$ cat src/rtl/ps2_keyboard_rx.sv
// Purpose: PS/2 keyboard receiver. It deframes 11-bit device-to-host frames into bytes for the KBDR/KBSR path.
// Latency: Data/Ready/flags update on the Clk edge that ends the cycle holding the stop-bit sample event.
// Backpressure: Ready is held until Ack. A good frame arriving while Ready=1 is dropped and sets Overrun.
//
// Ports:
//   Clk       system clock; all state updates on the rising edge
//   Reset     asynchronous, active-low reset
//   PS2_Clk   raw PS/2 clock pin (asynchronous, idles high)
//   PS2_Data  raw PS/2 data pin (asynchronous, idles high)
//   Ack       one-cycle pulse: byte consumed; clears Ready, Overrun and ParityErr
//   Data      last good received byte
//   Ready     level: unread byte valid in Data
//   Overrun   sticky: good frame arrived while Ready=1
//   ParityErr sticky: frame discarded because of bad parity
module ps2_keyboard_rx #(
  parameter int FILTER_LEN = 8,
  parameter int TIMEOUT    = 50000
) (
  input  logic       Clk,
  input  logic       Reset,
  input  logic       PS2_Clk,
  input  logic       PS2_Data,
  input  logic       Ack,
  output logic [7:0] Data,
  output logic       Ready,
  output logic       Overrun,
  output logic       ParityErr
);

  localparam int FW = $clog2(FILTER_LEN + 1);
  localparam int TW = $clog2(TIMEOUT);

  typedef enum logic [1:0] {IDLE, DATA, PARITY, STOP} state_t;

  state_t        state_q, state_d;
  logic          clk_s1, clk_s2, dat_s1, dat_s2;
  logic          filt_q, filt_prev;
  logic [FW-1:0] filt_cnt;
  logic [TW-1:0] tmo_cnt;
  logic [2:0]    bit_cnt;
  logic [7:0]    shift_q;
  logic          par_q;
  logic          sample_evt, tmo_abort, take;
  logic          frame_good, frame_perr;

  // Two-flop synchronizers; reset to the idle-high level of the bus.
  always_ff @(posedge Clk or negedge Reset) begin
    if (!Reset) begin
      clk_s1 <= 1'b1;
      clk_s2 <= 1'b1;
      dat_s1 <= 1'b1;
      dat_s2 <= 1'b1;
    end else begin
      clk_s1 <= PS2_Clk;
      clk_s2 <= clk_s1;
      dat_s1 <= PS2_Data;
      dat_s2 <= dat_s1;
    end
  end

  // Glitch filter: the filtered clock follows the synchronized clock only
  // after FILTER_LEN consecutive samples that disagree with the current level.
  always_ff @(posedge Clk or negedge Reset) begin
    if (!Reset) begin
      filt_q    <= 1'b1;
      filt_prev <= 1'b1;
      filt_cnt  <= '0;
    end else begin
      filt_prev <= filt_q;
      if (clk_s2 == filt_q) begin
        filt_cnt <= '0;
      end else if (filt_cnt == FW'(FILTER_LEN - 1)) begin
        filt_q   <= clk_s2;
        filt_cnt <= '0;
      end else begin
        filt_cnt <= filt_cnt + 1'b1;
      end
    end
  end

  assign sample_evt = filt_prev & ~filt_q;

  // An abandoned frame takes precedence over a sample landing in the same cycle.
  assign tmo_abort = (state_q != IDLE) && (tmo_cnt == TW'(TIMEOUT - 1));
  assign take      = sample_evt && !tmo_abort;

  always_ff @(posedge Clk or negedge Reset) begin
    if (!Reset) begin
      tmo_cnt <= '0;
    end else if (sample_evt || state_q == IDLE) begin
      tmo_cnt <= '0;
    end else begin
      tmo_cnt <= tmo_cnt + 1'b1;
    end
  end

  always_ff @(posedge Clk or negedge Reset) begin
    if (!Reset) begin
      state_q <= IDLE;
    end else begin
      state_q <= state_d;
    end
  end

  always_comb begin
    state_d    = state_q;
    frame_good = 1'b0;
    frame_perr = 1'b0;
    if (tmo_abort) begin
      state_d = IDLE;
    end else if (sample_evt) begin
      case (state_q)
        IDLE:    if (!dat_s2) state_d = DATA;
        DATA:    if (bit_cnt == 3'd7) state_d = PARITY;
        PARITY:  state_d = STOP;
        STOP: begin
          state_d = IDLE;
          // Odd parity: data bits plus parity bit must contain an odd count of ones.
          if (dat_s2 && (^{shift_q, par_q})) frame_good = 1'b1;
          else if (dat_s2) frame_perr = 1'b1;
        end
        default: state_d = IDLE;
      endcase
    end
  end

  // Frame datapath: the bit counter is held at zero in IDLE, so every
  // frame starts writing at D0.
  always_ff @(posedge Clk or negedge Reset) begin
    if (!Reset) begin
      bit_cnt <= '0;
      shift_q <= '0;
      par_q   <= 1'b0;
    end else if (state_q == IDLE) begin
      bit_cnt <= '0;
    end else if (take) begin
      if (state_q == DATA) begin
        shift_q[bit_cnt] <= dat_s2;
        bit_cnt          <= bit_cnt + 1'b1;
      end
      if (state_q == PARITY) begin
        par_q <= dat_s2;
      end
    end
  end

  // The Ack clear is applied first, so a frame completing in the same cycle
  // can set Ready or ParityErr over it.
  always_ff @(posedge Clk or negedge Reset) begin
    if (!Reset) begin
      Data      <= '0;
      Ready     <= 1'b0;
      Overrun   <= 1'b0;
      ParityErr <= 1'b0;
    end else begin
      if (Ack) begin
        Ready     <= 1'b0;
        Overrun   <= 1'b0;
        ParityErr <= 1'b0;
      end
      if (frame_good) begin
        if (!Ready || Ack) begin
          Data  <= shift_q;
          Ready <= 1'b1;
        end else begin
          Overrun <= 1'b1;
        end
      end
      if (frame_perr) begin
        ParityErr <= 1'b1;
      end
    end
  end

endmodule

$ cat config.mk
export PLATFORM = sky130hd
export DESIGN_NAME = ps2_keyboard_rx
export DESIGN_NICKNAME = d
export VERILOG_FILES = /design/src/rtl/ps2_keyboard_rx.sv
export SDC_FILE = /design/constraint.sdc
export NUM_CORES = 1
export LEC_CHECK = 0
export CAP_MARGIN = 25
export CORE_MARGIN = 4
export CORE_UTILIZATION = 55
export CTS_BUF_LIST = sky130_fd_sc_hd__clkbuf_2
export CTS_CLUSTER_DIAMETER = 50
export DETAILED_ROUTE_END_ITERATION = 16
export PLACE_DENSITY_LB_ADDON = 0.2
export SYNTH_ARGS = -nofsm -noshare
export SYNTH_HDL_FRONTEND = slang
export SYNTH_SLANG_ARGS = --single-unit
$ cat constraint.sdc
create_clock -name Clk -period 1.9 [get_ports Clk]
set_input_delay 0.285 -clock Clk [delete_from_list [all_inputs] [get_ports Clk]]
set_output_delay 0.285 -clock Clk [all_outputs]
set_load 0.02 [all_outputs]
==> impl_results.rst <==
.. list-table::
   :header-rows: 1

   * - Metric
     - Value
   * - Run status
     - complete, but fails checks
   * - Failing checks
     - setup timing
   * - Finished Layout Cells
     - roughly 320
   * - Cell types with the largest area share after synthesis
     - sky130_fd_sc_hd__dfrtp_1 (46%), sky130_fd_sc_hd__dfstp_2 (6.5%), sky130_fd_sc_hd__mux2_4 (4.9%)
   * - Core outline area
     - ~0.0041 mm²
   * - Final wirelength
     - ~5.0 mm
   * - Largest area contributor in the netlist
     - sky130_fd_sc_hd__dfrtp_1
   * - Fraction of layout cells with a size suffix above 1
     - 34.69%
   * - Synth Area in Compound Gates
     - under 10%
   * - Number of fill cells in the layout
     - 293
   * - Clock slew at the register clock pins of the worst setup and hold paths
     - around 270 ps
   * - Via count normalized by instance count
     - around 5.6
   * - Register-to-register setup slack
     - -210 ps
   * - Setup TNS
     - -2986 ps
   * - Synthesized-area fraction occupied by xor and xnor cells
     - between 8 and 9%
   * - I/O pin cnt
     - 16
   * - Cell at the root of the clock tree
     - sky130_fd_sc_hd__clkbuf_2
   * - Delay of the slowest cell on the worst path
     - between 500 and 600 ps
   * - Largest net degree at the start of global routing
     - 28
   * - Routing usage on met1
     - 24.54%
   * - Syn Std Cell Area
     - between 0.002 and 0.0025 mm²
   * - Data arrival time of the worst path
     - 2470 ps
   * - Total die area
     - between 0.005 and 0.006 mm²
   * - Timing-limited maximum frequency
     - roughly 470 MHz
   * - Largest buffer count on any clock path
     - 2
   * - Row count
     - 23
   * - Final worst clock skew
     - between 20 and 25 ps
   * - Average wire length per cell after detail routing
     - approximately 16 µm
   * - Most crowded layer after global routing
     - met2
   * - Routability congestion estimate
     - around 0.8
   * - Number of detailed-route iterations in the first pass
     - 4
   * - Starting utilization of the core area
     - between 50% and 60%
   * - Least setup slack across all paths after layout
     - -212.1 ps
   * - Cell leakage power
     - 1.447 nW
   * - Number of DRC markers in iteration 0
     - 79
   * - Top fanout value on the critical path
     - 8
   * - Worst max-slew margin expressed relative to the limit
     - about three fifths
   * - Clock tree from TritonCTS
     - built
   * - Dpl hpwl
     - 3.698 mm
   * - Area Overhead vs Synth
     - 27.39%
   * - WHS Path Cells
     - 1
   * - H-tree level count
     - 2
   * - Max Cap Violations
     - 0
   * - Combinational family with the most area after synthesis
     - simple AND/OR/NAND/NOR gates
   * - Time the worst path needs with I/O delays and setup
     - 2112 ps
   * - Mean cell area of the mapped netlist
     - 11.71 µm²
   * - Synthesized-area fraction occupied by adder cells
     - approximately 4.1%
   * - Nets
     - between 200 and 300
   * - Die width
     - approximately 75 µm
   * - Total track usage
     - 20.01%
   * - Worst setup EP type
     - flop
   * - M3 GR Usage
     - under 10%
   * - Simple-Gate Fraction of Synth Area
     - 16.14%
   * - Crit path max-delay family
     - simple AND/OR/NAND/NOR gates
   * - Clock latency at the later pin of the worst-skew pair
     - between 400 and 500 ps
   * - CTS Buf Count
     - 5
   * - Routed via count
     - between 1500 and 2000
   * - Remaining antenna violation count
     - 0
   * - Number of diodes
     - 0
   * - Net Count, Synth
     - between 200 and 250
   * - RSZ-0062 raised after global routing
     - true
   * - Post-synthesis sequential area ratio
     - a little over half
   * - Worst Hold Launch
     - PS2_Data
   * - Final clock period utilization by the worst path
     - 111.2%
   * - Class of the worst hold path
     - in2reg
   * - Top cell type's share of synthesized area
     - approximately 46%
   * - Post-synthesis register bit count
     - between 50 and 60
   * - Post-place setup slack
     - -186.5 ps
   * - GR Layer Usage met2
     - between 30% and 40%
   * - Remaining Overflow, GRT
     - 0
   * - Number of endpoints with negative hold slack in the final report
     - 0
   * - Type of the setup path with the least slack
     - reg2reg
   * - Number of unique standard cell types used by synthesis
     - 40
   * - Nature of the critical path startpoint
     - flop
   * - Vias in the first global route
     - ~1900
   * - DP Cell Count
     - just over 300
   * - Buffers & Inverters on Critical Path
     - 0
   * - Cells after synthesis
     - approximately 210
   * - Wire length of the first global-routing pass
     - 8.473 mm
   * - Number of clock sinks
     - a little over 50
   * - DRC violation count after routing
     - 0
   * - Count of yosys warnings during synthesis
     - 0
   * - Antenna violations before repair
     - 0
   * - Multiplexer share of the synthesized area
     - between 10% and 20%
   * - Cell count of the worst reg-to-reg path
     - 4
   * - Number of endpoints failing setup at the final stage
     - 20
   * - Die Y
     - around 75 µm
   * - Slowest cell on the critical path
     - sky130_fd_sc_hd__or4_4
   * - Required time reported for the critical path endpoint
     - ~2300 ps
   * - Worst Hold Endpoint
     - dat_s1
   * - Worst-margin pin slew
     - between 500 and 600 ps
   * - R2r startpoint
     - tmo_cnt[4]
   * - Worst ir drop on vdd
     - around 0.55 mV
   * - CP Cell Sequence
     - or4_4 > o41ai_4 > and3b_2 > mux2_4
   * - Worst reg2reg path endpoint
     - Data[0]
   * - Power per standard cell area
     - approximately 760 mW/mm²
   * - Quantity of I/O buffers inserted on ports
     - 15
   * - Max-slew violation count
     - 0
-- synth_stat cells (all sizes together) --
| cell | n |
|---|---|
| mux2i | 3 |
| ha | 8 |
| buf | 2 |
| and3b | 1 |
| nor2b | 2 |
| or4 | 1 |
| or3 | 1 |
| nor3 | 6 |
| clkbuf | 5 |
| dfstp | 6 |
| and2 | 1 |
| and4 | 1 |
| nor4b | 1 |
| inv | 12 |
| mux2 | 18 |
| nand3 | 7 |
| o22ai | 2 |
| or2 | 1 |
| nor4 | 1 |
| nor3b | 1 |
| dfrtp | 45 |
| o41ai | 1 |
| o21ai | 1 |
| a32o | 2 |
| and3 | 3 |
| nand2 | 9 |
| a22o | 1 |
| a21boi | 2 |
| and4bb | 1 |
| xnor2 | 13 |
| xor2 | 9 |
| a21oi | 2 |
| a31oi | 1 |
| xnor3 | 1 |
| nand2b | 2 |
| nor2 | 23 |
| nand4b | 2 |
| nand4 | 10 |
-- layout make-up --
class	count	area [µm²]	share of cell area, %
flip-flops and latches	51	1284	41.39
multi-input cells	138	1151	37.11
repair buffers	62	515.5	16.62
well taps	50	62.56	2.017
inverters	12	45.04	1.452
clock buffers	5	25.02	0.8068
clock inverters	3	18.77	0.6051
-- per-layer routing --
layer | wire (µm) | vias up
met2 | 2581 | 39
met3 | 190 | 9
li1 | - | 842
met4 | 63 | 0
met5 | 0 | -
met1 | 2180 | 896
-- cell families (layout without fill, tap and decap cells) --
family	after synthesis	after routing
mux	21	21
compound gates	12	12
flops	51	51
simple gates	74	74
xor+xnor	23	23
buf+inv	19	82
fa+ha+maj	8	8
-- power breakdown --
part           internal [mW]  switching (mW)
Sequential              1.19          0.0564
Combinational          0.311           0.360
Clock                 0.0924           0.348
-- how the worst max path moves through the flow --
stage / start / slack (ps) / endpoint / cells after the start
floorplan: state_q[1] / -50 / Data[0] / 8
global placement: tmo_cnt[0] / -70 / shift_q[5] / 7
detailed placement: shift_q[1] / -190 / Data[5] / 6
CTS: tmo_cnt[10] / -120 / Data[5] / 5
global route: tmo_cnt[4] / -230 / Data[0] / 4
finish: tmo_cnt[4] / -210 / Data[0] / 4
-- flip-flops by register name (all words and copies together) (netlist names) --
name,cells
tmo_cnt,16
clk_s2,1
filt_cnt,4
dat_s1,1
shift_q,8
bit_cnt,3
par_q,1
filt_q,1
Overrun,1
clk_s1,1
dat_s2,1
Ready,1
ParityErr,1
state_q,2
filt_prev,1
Data,8
-- what timing repair did --
item,CTS,global route
setup buffers,7,0
hold buffers,1,0
endpoints found under the hold margin,19,0
resized for setup,6,9
pin swaps,4,3
endpoints found under the setup margin,16,23
-- through the flow --
stage               utilization [%]  hold slack (ps)  power, mW  instance area (µm²)
global route                  74.85            202.9      2.490                 3102
global placement              70.80            321.4      1.830                 2934
floorplan                         -           -10.59      1.627                 2447
CTS                           74.25            228.5      2.351                 3077
finish                        74.85            238.4      2.359                 3102
detailed placement            70.80            328.1      1.887                 2934
-- placed cells by master (no fill, tap or decap), types with 6 or more instances in the layout --
cell type	count
sky130_fd_sc_hd__mux2_2	9
sky130_fd_sc_hd__xnor2_1	11
sky130_fd_sc_hd__nor2_1	23
sky130_fd_sc_hd__inv_1	12
sky130_fd_sc_hd__nand4_1	10
sky130_fd_sc_hd__ha_1	7
sky130_fd_sc_hd__buf_4	42
sky130_fd_sc_hd__dfrtp_1	45
sky130_fd_sc_hd__mux2_4	8
sky130_fd_sc_hd__nand2_1	9
sky130_fd_sc_hd__xor2_1	9
sky130_fd_sc_hd__clkdlybuf4s50_1	14
sky130_fd_sc_hd__dfstp_2	6
No activity file was read; power rests on OpenSTA's default activity.
